<file path="config.mk">
export PLATFORM = sky130hd
export DESIGN_NAME = multicycle_control
export DESIGN_NICKNAME = d
export VERILOG_FILES = /design/src/rtl/cpu_ctrl_pkg.sv /design/src/rtl/mc_ctrl_outdec.sv /design/src/rtl/multicycle_control.sv
export SDC_FILE = /design/constraint.sdc
export NUM_CORES = 1
export LEC_CHECK = 0
export ABC_AREA = 1
export BUFFER_PORTS_ARGS = -buffer_cell sky130_fd_sc_hd__buf_2
export CAP_MARGIN = 5
export CORE_AREA = 2 2 39 41
export DETAILED_ROUTE_END_ITERATION = 8
export DIE_AREA = 0 0 41 43
export GPL_TIMING_DRIVEN = 0
export PLACE_DENSITY = 0.73
export SLEW_MARGIN = 5
export SYNTH_ARGS = -nofsm -noshare
export SYNTH_HDL_FRONTEND = slang
export SYNTH_SLANG_ARGS = --single-unit
</file>
<file path="constraint.sdc">
create_clock -name clk -period 1 [get_ports clk]
set_input_delay 0.1 -clock clk [delete_from_list [all_inputs] [get_ports clk]]
set_output_delay 0.1 -clock clk [all_outputs]
set_load 0.005 [all_outputs]
</file>
<file path="src/rtl/cpu_ctrl_pkg.sv">
// Shared constants and types for the multi-cycle MIPS-subset controller:
// opcodes, state encodings, datapath select codes and the control bundle.
package cpu_ctrl_pkg;

  localparam logic [5:0] OP_RTYPE = 6'd0;
  localparam logic [5:0] OP_J     = 6'd2;
  localparam logic [5:0] OP_BEQ   = 6'd4;
  localparam logic [5:0] OP_LW    = 6'd35;
  localparam logic [5:0] OP_SW    = 6'd43;

  typedef enum logic [3:0] {
    S_IDLE   = 4'd0,
    S_FETCH  = 4'd1,
    S_DECODE = 4'd2,
    S_MEMADR = 4'd3,
    S_MEMRD  = 4'd4,
    S_MEMWB  = 4'd5,
    S_MEMWR  = 4'd6,
    S_EXEC   = 4'd7,
    S_ALUWB  = 4'd8,
    S_BRANCH = 4'd9,
    S_JUMP   = 4'd10
  } state_t;

  localparam logic [1:0] ALUOP_ADD   = 2'b00;
  localparam logic [1:0] ALUOP_SUB   = 2'b01;
  localparam logic [1:0] ALUOP_FUNCT = 2'b10;

  localparam logic [1:0] ALUSRCB_B     = 2'b00;
  localparam logic [1:0] ALUSRCB_FOUR  = 2'b01;
  localparam logic [1:0] ALUSRCB_IMM   = 2'b10;
  localparam logic [1:0] ALUSRCB_IMMSH = 2'b11;

  localparam logic [1:0] PCSRC_ALU    = 2'b00;
  localparam logic [1:0] PCSRC_ALUOUT = 2'b01;
  localparam logic [1:0] PCSRC_JUMP   = 2'b10;

  typedef struct packed {
    logic       pcwrite;
    logic       pcwritecond;
    logic       iord;
    logic       memread;
    logic       memwrite;
    logic       irwrite;
    logic       memtoreg;
    logic       regdst;
    logic       regwrite;
    logic       alusrca;
    logic [1:0] alusrcb;
    logic [1:0] aluop;
    logic [1:0] pcsrc;
    logic       instr_done;
  } ctrl_t;

endpackage

</file>
<file path="src/rtl/mc_ctrl_outdec.sv">
// Combinational decode of controller state (plus mem_ready) into datapath
// controls. JUMP decode exists only when MC_JUMP_EN is defined.
module mc_ctrl_outdec
  import cpu_ctrl_pkg::*;
(
  input  state_t state,
  input  logic   mem_ready,
  output ctrl_t  ctrl
);

  always_comb begin
    ctrl = '0;
    case (state)
      S_FETCH: begin
        ctrl.memread = 1'b1;
        ctrl.iord    = 1'b0;
        ctrl.alusrca = 1'b0;
        ctrl.alusrcb = ALUSRCB_FOUR;
        ctrl.aluop   = ALUOP_ADD;
        ctrl.pcsrc   = PCSRC_ALU;
        // IR and PC+4 commit only on the cycle the read data is valid
        ctrl.irwrite = mem_ready;
        ctrl.pcwrite = mem_ready;
      end
      S_DECODE: begin
        ctrl.alusrca = 1'b0;
        ctrl.alusrcb = ALUSRCB_IMMSH;
        ctrl.aluop   = ALUOP_ADD;
      end
      S_MEMADR: begin
        ctrl.alusrca = 1'b1;
        ctrl.alusrcb = ALUSRCB_IMM;
        ctrl.aluop   = ALUOP_ADD;
      end
      S_MEMRD: begin
        ctrl.memread = 1'b1;
        ctrl.iord    = 1'b1;
      end
      S_MEMWB: begin
        ctrl.memtoreg   = 1'b1;
        ctrl.regdst     = 1'b0;
        ctrl.regwrite   = 1'b1;
        ctrl.instr_done = 1'b1;
      end
      S_MEMWR: begin
        ctrl.memwrite   = 1'b1;
        ctrl.iord       = 1'b1;
        ctrl.instr_done = mem_ready;
      end
      S_EXEC: begin
        ctrl.alusrca = 1'b1;
        ctrl.alusrcb = ALUSRCB_B;
        ctrl.aluop   = ALUOP_FUNCT;
      end
      S_ALUWB: begin
        ctrl.regdst     = 1'b1;
        ctrl.memtoreg   = 1'b0;
        ctrl.regwrite   = 1'b1;
        ctrl.instr_done = 1'b1;
      end
      S_BRANCH: begin
        ctrl.alusrca     = 1'b1;
        ctrl.alusrcb     = ALUSRCB_B;
        ctrl.aluop       = ALUOP_SUB;
        ctrl.pcwritecond = 1'b1;
        ctrl.pcsrc       = PCSRC_ALUOUT;
        ctrl.instr_done  = 1'b1;
      end
`ifdef MC_JUMP_EN
      S_JUMP: begin
        ctrl.pcwrite    = 1'b1;
        ctrl.pcsrc      = PCSRC_JUMP;
        ctrl.instr_done = 1'b1;
      end
`endif
      default: ctrl = '0;
    endcase
  end

endmodule

</file>
<file path="src/rtl/multicycle_control.sv">
// Multi-cycle MIPS-subset control FSM: state register and next-state logic.
// Define MC_JUMP_EN to support the j instruction (op = 2) via a JUMP state.
module multicycle_control
  import cpu_ctrl_pkg::*;
#(
  parameter int OPW = 6,
  parameter int STW = 4
) (
  input  logic           clk,
  input  logic           rst_n,
  input  logic [OPW-1:0] op,
  input  logic           mem_ready,
  output logic           pcwrite,
  output logic           pcwritecond,
  output logic           iord,
  output logic           memread,
  output logic           memwrite,
  output logic           irwrite,
  output logic           memtoreg,
  output logic           regdst,
  output logic           regwrite,
  output logic           alusrca,
  output logic [1:0]     alusrcb,
  output logic [1:0]     aluop,
  output logic [1:0]     pcsrc,
  output logic           instr_done,
  output logic           illegal_op,
  output logic [STW-1:0] state_o
);

  state_t state_q;
  state_t state_d;
  ctrl_t  ctrl;

  always_ff @(posedge clk) begin
    if (!rst_n) state_q <= S_IDLE;
    else        state_q <= state_d;
  end

  always_comb begin
    state_d    = state_q;
    illegal_op = 1'b0;
    case (state_q)
      S_IDLE:  state_d = S_FETCH;
      S_FETCH: if (mem_ready) state_d = S_DECODE;
      S_DECODE: begin
        case (op)
          OP_LW, OP_SW: state_d = S_MEMADR;
          OP_RTYPE:     state_d = S_EXEC;
          OP_BEQ:       state_d = S_BRANCH;
`ifdef MC_JUMP_EN
          OP_J:         state_d = S_JUMP;
`endif
          default: begin
            state_d    = S_FETCH;
            illegal_op = 1'b1;
          end
        endcase
      end
      S_MEMADR: state_d = (op == OP_LW) ? S_MEMRD : S_MEMWR;
      S_MEMRD:  if (mem_ready) state_d = S_MEMWB;
      S_MEMWB:  state_d = S_FETCH;
      S_MEMWR:  if (mem_ready) state_d = S_FETCH;
      S_EXEC:   state_d = S_ALUWB;
      S_ALUWB:  state_d = S_FETCH;
      S_BRANCH: state_d = S_FETCH;
`ifdef MC_JUMP_EN
      S_JUMP:   state_d = S_FETCH;
`endif
      // any encoding without a case above is treated as corrupted
      default:  state_d = S_IDLE;
    endcase
  end

  mc_ctrl_outdec u_outdec (
    .state     (state_q),
    .mem_ready (mem_ready),
    .ctrl      (ctrl)
  );

  assign pcwrite     = ctrl.pcwrite;
  assign pcwritecond = ctrl.pcwritecond;
  assign iord        = ctrl.iord;
  assign memread     = ctrl.memread;
  assign memwrite    = ctrl.memwrite;
  assign irwrite     = ctrl.irwrite;
  assign memtoreg    = ctrl.memtoreg;
  assign regdst      = ctrl.regdst;
  assign regwrite    = ctrl.regwrite;
  assign alusrca     = ctrl.alusrca;
  assign alusrcb     = ctrl.alusrcb;
  assign aluop       = ctrl.aluop;
  assign pcsrc       = ctrl.pcsrc;
  assign instr_done  = ctrl.instr_done;
  assign state_o     = STW'(state_q);

endmodule

</file>
==> summary.md, run 1 <==
| Metric | Value |
|---|---|
| Synth cell count leaders | nor2_1 (13), inv_1 (12), nand2_1 (12) |
| Post-DP HPWL | 993 µm |
| Max FFs per register | 4 |
| Die X-Extent | 41 µm |
| Flop pwr share | 0.224 |
| Pwr Density | 1170 nW/µm² |
| Share of the synthesized area in the top cell type | 0.193 |
| First-pass GRT wire length | around 2.1 mm |
| Crit Path Category | reg -> out |
| Hold-fix buffers, CTS | 0 |
| Synth cell types | 17 |
| Max-slew violations | 0 |
| Crit Path Max Fanout | 4 |
| Critical path's top delay family | buffers and inverters |
| EDFF count, synth | 0 |
| Reg-to-Reg Start | state_o[3] |
| Final nets | approximately 130 |
| NetSw | 374 µW |
| Num CTS Buffers | 3 |
| Max-cap violations | 0 |
| Data arrival time of the critical path | 1220 ps |
| Final worst-path cycle share | 1.32 |
| Ant. Diodes | 0 |
| Synth area leaders | dfxtp_1 (19%), nor2_1 (12%), inv_1 (11%) |
| Synth Cell Area | 414 µm² |
| Post-Syn Instances | 76 |
| Total Die Area | 1760 µm² |
| Share of cells above drive strength 1 | 0.628 |
| Clock power frac | 0.223 |
| Yosys reg bits | 4 |
| Failing checks | negative setup slack |
| Hold path depth | 3 |
| Initial antenna violation count | 0 |
| Setup tns final | -4560 ps |
| Most Frequent Cell on Critical Path | buf_4 |
| Crit path max-delay cell type | dfxtp_4 |
| Slowest Stage Delay on Critical Path | 360 ps |
| Class of the worst hold path | in -> reg |
| Worst VDD drop | 0.629 mV |
| Switching share of power | 0.383 |
| Most common cell in the netlist | nor2_1 |
| DRT iter0 DRCs | 7 |
| DR vias | 642 |
| Reg2Reg Setup Slack | -320 ps |
| Layout Skew | 8.44 ps |
| Syn avg cell area | around 5.4 µm² |
| Max frequency | around 0.76 GHz |
| Crit-path cells | inv_4 > nand2_4 > buf_4 > buf_4 > nor2_4 > buf_2 |
| Routability cong. | 0.834 |
| Ys async rst share | 0 |
| Clk buf depth | 2 |
| DRT Pass-1 Iters | 4 |
| Final min period | between 1000 and 1500 ps |
| Post-Synthesis Net Count | 85 |
| Cell taking the most area after synthesis | dfxtp_1 |
| Vias per cell | between 4 and 5 |
| R2R cell count | 9 |
| Hold Path Origin | rst_n |
| Internal power | approximately 600 µW |
| Reg clk slew, reported paths | 40 ps |
| Dpl ws | -219 ps |
| H-tree levels | 1 |
| Synth warn | 0 |
| Status | finished, violations left |
| Initial Util | 0.299 |
| Min-Delay Endpoint | state_o[0] |
| Element type at the critical path end | output port |
| Final count of hold timing violations | 0 |
| CTS tree | yes |
| Buffers & Inverters on Critical Path | 4 |
| GR Util All Layers | 0.174 |
| Detailed Route WL | 1.51 mm |
| Setup violations, final | 21 |
| Core Area | about 1400 µm² |
| Drt drc | 0 |
| Comb power frac | 0.553 |
| Largest net degree at the start of global routing | 8 |
| Worst flop-to-flop path endpoint | state_o[0] |
| Setup ws final | -322 ps |
| Critical Path RT | 900 ps |
| Worst skew pair latency | 240 ps |
| I/O Buffers | 29 |
| Clock sink total | 4 |
| GRT Residual Overflow | 0 |
| Vias in the first global route | 529 |
| Die Ht | between 40 and 50 µm |
| Row Count | 14 |
| Finished Core Util | 0.604 |
| WL per Instance | 11.0 µm |
| Ys flop type | dfxtp_1 |
| Leakage | 0.000450 µW |
| Startpoint Class | register |
| RSZ-0062 raised after global routing | yes |
| I/O pin cnt | 31 |
| Post-synthesis sequential area ratio | 0.193 |
| Antenna-violating nets left | 0 |
| Root buffer cell | clkbuf_4 |
| Layout area overhead | 102% |
-- worst max path at each step --
stage / cells after the start / end / startpoint
6_report: 6 / aluop[1] / state_o[3]
5_1_grt: 8 / instr_done / state_o[3]
4_1_cts: 8 / instr_done / state_o[3]
3_5_place_dp: 6 / state_o[2] / state_o[1]
3_3_place_gp: 6 / state_o[2] / state_o[1]
2_1_floorplan: 6 / state_o[2] / state_o[3]
-- logic make-up (layout without fill, tap and decap cells) --
| kind of cell | after synthesis | after routing | synth area share |
|---|---|---|---|
| AOI/OAI and AO/OA | 13 | 13 | 0.166 |
| buffers and inverters | 18 | 63 | 0.190 |
| other | 1 | 1 | 0.00905 |
| DFF | 4 | 4 | 0.193 |
| and+or+nand+nor | 40 | 40 | 0.441 |
-- area by class of cell --
cell class / count / area (µm²)
inverter: 15 / 61.3
clock buffer: 4 / 26.3
multi-input combinational: 54 / 347
tap: 16 / 20.0
buffer: 3 / 22.5
fill: 135 / 548
timing repair buffer: 41 / 267
sequential: 4 / 92.6
-- power groups by stage --
stage / Combinational, µW / Sequential (µW) / Clock, µW
2_1_floorplan: 202 / 213 / 0
3_3_place_gp: 314 / 216 / 0
3_5_place_dp: 319 / 217 / 0
4_1_cts: 468 / 218 / 231
5_1_grt: 588 / 222 / 239
6_report: 540 / 219 / 217
-- routing by layer --
metal | wire length, µm | global-route usage
met1 | 527 | 0.161
met5 | 0 | 0
met3 | 96 | 0.0314
met2 | 868 | 0.322
met4 | 12 | 0.0933
-- metrics by stage --
stage | std cells | hold slack (ps) | power, µW | area [µm²]
floorplan | 76 | 234 | 415 | 444
detailed placement | 121 | 363 | 536 | 609
global route | 137 | 147 | 1050 | 836
CTS | 134 | 115 | 917 | 778
global placement | 121 | 360 | 529 | 609
finish | 137 | 140 | 976 | 836
-- worst min-delay path: cells and delay by family --
kind            cells  cell delay (ps)
compound gates      2              120
buf+inv             1              100
-- cells in the final DEF, fill, tap and decap left out, drive strengths merged --
master,netlist,final
conb,1,1
inv,15,15
clkbuf,0,4
nand2,15,15
buf,3,44
nor2,16,16
dfxtp,4,4
o21ai,5,5
nand3,5,5
a21oi,8,8
or2,1,1
nor3,3,3
-- what timing repair did --
item / in CTS / in global routing
endpoints found under the setup margin: 21 / 21
resized for setup: 21 / 9
pin swaps: 8 / 2
setup buffers: 9 / 3
Power figures use the tool's default switching activity.
==> inputs of run 2 (changes only) <==
Settings changed: CELL_PAD_IN_SITES_DETAIL_PLACEMENT set to 0, CELL_PAD_IN_SITES_GLOBAL_PLACEMENT set to 1, CORE_AREA 2 2 39 41 to not set, CORE_MARGIN set to 1, CORE_UTILIZATION set to 20, DIE_AREA 0 0 41 43 to not set, PLACE_DENSITY 0.73 to 0.76, SLEW_MARGIN 5 to 15.
==> summary.md, run 2 (same netlist as run 1, synthesis figures left out) <==
| Metric | Value |
|---|---|
| Status | finished, violations left |
| Failing checks | negative setup slack |
| Buffers & Inverters on Critical Path | 3 (-1) |
| Die Ht | 47.5 µm (+10%) |
| Element type at the critical path end | register |
| Clock sink total | 4 (unchanged) |
| Setup violations, final | 21 (unchanged) |
| I/O Buffers | 29 (unchanged) |
| Total power | 976 µW (about the same) |
| Startpoint Class | register |
| Critical path's top delay family | simple AND/OR/NAND/NOR gates |
| Share of cells above drive strength 1 | 0.634 (+0.00605) |
| Hold-fix buffers, CTS | 0 (unchanged) |
| First-pass GRT wire length | 2.18 mm (+4.3%) |
| Initial antenna violation count | 0 (unchanged) |
| Fin cells | 150 (+9.5%) |
| GR Util All Layers | 0.140 (-0.0337) |
| Layout area overhead | 111% |
| Worst VDD drop | 0.514 mV (-18%) |
| Class of the worst hold path | in -> reg |
| Final count of hold timing violations | 0 (unchanged) |
| Seq. cell area | 95.1 µm² (+2.7%) |
| Setup ws final | -338 ps (-15.8 ps) |
| Detailed Route WL | 1.52 mm (+0.93%) |
| Critical Path RT | 1160 ps (+260 ps) |
| Initial Util | 0.211 (-0.0882) |
| Vias in the first global route | 557 (+5.3%) |
| DRT Pass-1 Iters | 4 (unchanged) |
| DRT iter0 DRCs | 9 (+2) |
| Layout Skew | 10.0 ps (+1.57 ps) |
| Clk buf depth | 2 (unchanged) |
| Reg clk slew, reported paths | 40 ps (about the same) |
| Row Count | 16 (+2) |
| Multi-input logic area | 344 µm² (-0.72%) |
| Crit Path Max Fanout | 5 (+1) |
| H-tree levels | 1 (unchanged) |
| Commonest non-fill, non-tap cells in the layout | buf_2 (27), buf_4 (12), nand2_1 (11), nor2_1 (9), inv_1 (8) |
| Crit path max-delay cell type | dfxtp_4 |
| Slowest Stage Delay on Critical Path | 350 ps (about the same) |
| Core Area | 1960 µm² (+42%) |
| Most common cell after layout, fill and taps aside | buf_2 |
| Die X-Extent | 47.5 µm (+16%) |
| I/O pin cnt | 31 (unchanged) |
| Ant. Diodes | 0 (unchanged) |
| CTS tree | yes |
| Filler cells | 221 (+64%) |
| Crit Path Category | reg -> reg |
| RSZ-0062 raised after global routing | yes |
| Routability cong. | 0.802 (-3.8%) |
| Num CTS Buffers | 3 (unchanged) |
| Root buffer cell | clkbuf_4 |
| Reg2Reg Setup Slack | -340 ps (-20 ps) |
| Leakage | 0.000464 µW (+3.0%) |
| Largest net degree at the start of global routing | 8 (unchanged) |
| Max-slew violations | 0 (unchanged) |
| Vias per cell | 4.22 (-9.9%) |
| Pwr Density | 1110 nW/µm² (-4.6%) |
| Crit-path cells | inv_4 > nand2_4 > nor2_4 > buf_4 > buf_6 > o21ai_4 > or2_1 > a21oi_1 |
| Final nets | 133 (+1.5%) |
| Total Die Area | 2260 µm² (+28%) |
| Max frequency | 0.747 GHz (-1.2%) |
| WL per Instance | 10.1 µm (-7.8%) |
| Final min period | 1340 ps (+15.8 ps) |
| Antenna-violating nets left | 0 (unchanged) |
| Max-cap violations | 0 (unchanged) |
| Post-DP HPWL | 985 µm (-0.88%) |
| DR vias | 633 (-1.4%) |
| Worst skew pair latency | 240 ps (about the same) |
| GRT Residual Overflow | 0 (unchanged) |
| Final worst-path cycle share | 1.34 (+0.0158) |
| Drt drc | 0 (unchanged) |
| Max FFs per register | 4 (unchanged) |
| DP Cell Count | 132 (+9.1%) |
| Data arrival time of the critical path | 1500 ps (+280 ps) |
==> run 2: final timing paths <==
| path | from | to | cells after the start |
|---|---|---|---|
| worst max-delay path | state_o[3] | state_o[2] | 8 |
| worst min-delay path | rst_n | state_o[0] | 3 |
| worst max register to register | state_o[3] | state_o[2] | 8 |
| worst min register to register | state_o[0] | state_o[2] | 2 |
==> run 2: cell type report <==
| class | count | share of cell area |
|---|---|---|
| buffer | 3 | 0.0300 |
| sequential | 4 | 0.109 |
| tap | 27 | 0.0386 |
| inverter | 15 | 0.0729 |
| timing repair buffer | 43 | 0.327 |
| multi-input combinational | 54 | 0.393 |
| clock buffer | 4 | 0.0300 |
==> run 2: metal layers <==
layer	vias to the layer above	wire length (µm)	global-route usage
met5	-	0	0
met4	0	36	0.0857
met3	6	101	0.0415
met2	24	757	0.260
met1	275	624	0.135
li1	328	-	-
==> run 2: stage by stage <==
stage	hold WS [ps]	TNS (ps)	utilization	cell area [µm²]	worst slack, ps
floorplan	234	-150	-	444	-82.0
global placement	362	-1240	0.318	623	-176
detailed placement	370	-1320	0.318	623	-184
CTS	120	-4130	0.418	820	-298
global route	93.7	-5760	0.446	876	-393
finish	103	-4600	0.446	876	-338
==> run 2: tightest hold or removal path, stage by stage <==
cell	delay, ps
buf_2	110
o21ai_2	50
a21oi_2	30
==> run 2: what timing repair did <==
item,4_1_cts,5_1_grt
resized for setup,22,11
setup endpoints to repair,21,21
pin swaps,10,8
setup buffers,11,4
==> run 2: power breakdown <==
group | switching (µW) | internal, µW | leakage (µW)
logic | 262 | 267 | 0.000413
clock network | 74.2 | 150 | 0.0000150
registers | 41.2 | 182 | 0.0000356
==> inputs of run 3 (changes only) <==
Settings changed: GPL_TIMING_DRIVEN 0 to not set, REMOVE_ABC_BUFFERS set to 1.
==> summary.md, run 3 (same netlist as run 1, synthesis figures left out) <==
| Metric | Value |
|---|---|
| Most common cell after layout, fill and taps aside | buf_2 |
| Core Area | 1960 µm² (unchanged) |
| Crit Path Category | reg -> out |
| Clk buf depth | 2 (unchanged) |
| Class of the worst hold path | in -> reg |
| Largest net degree at the start of global routing | 7 (-1) |
| DP Cell Count | 143 (+8.3%) |
| Failing checks | negative setup slack |
| Max frequency | 0.778 GHz (+4.2%) |
| Reg2Reg Setup Slack | -240 ps (+100 ps) |
| Initial antenna violation count | 0 (unchanged) |
| Max-slew violations | 0 (unchanged) |
| Max-cap violations | 0 (unchanged) |
| Commonest non-fill, non-tap cells in the layout | buf_2 (27), buf_6 (12), buf_4 (10), nand2_1 (9), inv_1 (8) |
| Die Ht | 47.5 µm (unchanged) |
| GRT Residual Overflow | 0 (unchanged) |
| Setup violations, final | 21 (unchanged) |
| Filler cells | 227 (+2.7%) |
| Share of cells above drive strength 1 | 0.688 (+0.0539) |
| H-tree levels | 1 (unchanged) |
| Die X-Extent | 47.5 µm (unchanged) |
| Ant. Diodes | 0 (unchanged) |
| I/O Buffers | 29 (unchanged) |
| DRT Pass-1 Iters | 4 (unchanged) |
| Final nets | 136 (+2.3%) |
| WHS | 127 ps (+24.0 ps) |
| Post-DP HPWL | 1.04 mm (+5.4%) |
| Pwr Density | 1090 nW/µm² (-1.9%) |
| Max FFs per register | 4 (unchanged) |
| Final worst-path cycle share | 1.28 (-0.0534) |
| Data arrival time of the critical path | 1180 ps (-320 ps) |
| Layout area overhead | 123% |
| GR Util All Layers | 0.126 (-0.0138) |
| Drt drc | 0 (unchanged) |
| Vias in the first global route | 511 (-8.3%) |
| Row Count | 16 (unchanged) |
| Final min period | 1280 ps (-53.4 ps) |
| Vias per cell | 4.22 (about the same) |
| Final count of hold timing violations | 0 (unchanged) |
| Crit Path Max Fanout | 4 (-1) |
| Seq. cell area | 95.1 µm² (unchanged) |
| Leakage | 0.000477 µW (+2.8%) |
| Total Die Area | 2260 µm² (unchanged) |
| Worst skew pair latency | 230 ps (about the same) |
| Status | finished, violations left |
| Routability cong. | 0.777 (-3.1%) |
| CTS tree | yes |
| Layout Skew | 0.304 ps (-9.71 ps) |
| Num CTS Buffers | 3 (unchanged) |
| Detailed Route WL | 1.45 mm (-4.5%) |
| Multi-input logic area | 364 µm² (+5.8%) |
| DRT iter0 DRCs | 7 (-2) |
| Element type at the critical path end | output port |
| DR vias | 641 (+1.3%) |
| RSZ-0062 raised after global routing | yes |
| Critical Path RT | 900 ps (-260 ps) |
| Worst VDD drop | 0.512 mV (-0.38%) |
| Fin cells | 152 (+1.3%) |
| Antenna-violating nets left | 0 (unchanged) |
| Reg clk slew, reported paths | 40 ps (about the same) |
| Clock sink total | 4 (unchanged) |
| WL per Instance | 9.55 µm (-5.7%) |
| I/O pin cnt | 31 (unchanged) |
| Root buffer cell | clkbuf_4 |
| Initial Util | 0.211 (unchanged) |
| Setup tns final | -4160 ps (+439 ps) |
| Setup ws final | -285 ps (+53.4 ps) |
| First-pass GRT wire length | 1.97 mm (-9.5%) |
| Startpoint Class | register |
-- run 3: power by group --
group	total, µW	internal (µW)	switching [µW]
Clock	194	134	60.0
Combinational	595	315	281
Sequential	222	182	40.2
-- run 3: what timing repair did --
item,4_1_cts,5_1_grt
endpoints found under the setup margin,22,21
buffers inserted,3,3
hold buffers,0,0
resized for setup,29,24
pin swaps,10,8
-- run 3: through the flow --
| step | area [µm²] | power [µW] | utilization | setup WS [ps] |
|---|---|---|---|---|
| after floorplan | 392 | 387 | - | -150 |
| final | 925 | 1010 | 0.471 | -285 |
| after global routing | 925 | 1100 | 0.471 | -402 |
| after detailed placement | 676 | 589 | 0.344 | -267 |
| after global placement | 676 | 587 | 0.344 | -218 |
| after CTS | 813 | 892 | 0.415 | -295 |
-- run 3: final timing paths --
| kind | startpoint | endpoint | depth (start not counted) |
|---|---|---|---|
| max | state_o[3] | illegal_op | 6 |
| min reg2reg | state_o[0] | state_o[2] | 2 |
| min | rst_n | state_o[0] | 3 |
| max reg2reg | state_o[3] | state_o[2] | 7 |
-- run 3: area by class of cell --
class | instances | share of cell area
Tap cell | 27 | 0.0365
Timing Repair Buffer | 49 | 0.373
Inverter | 15 | 0.0690
Multi-Input combinational cell | 54 | 0.394
Clock buffer | 3 | 0.0244
Sequential cell | 4 | 0.103
-- run 3: per-layer routing --
layer  wire length [µm]  part of all wire  vias up  GRT usage
met2                795              0.55       22      0.238
met4                  9            0.0062        0     0.0457
met5                  0                 0        -          0
li1                   -                 -      329          -
met1                567              0.39      288      0.130
met3                 79             0.054        2     0.0377
-- run 3: worst max-delay path, cell delays in order, from the launching register on --
cell	delay (ps)
dfxtp_4	350
inv_4	80
nand2_4	80
inv_2	70
nand3_4	80
nor3_2	170
buf_2	130
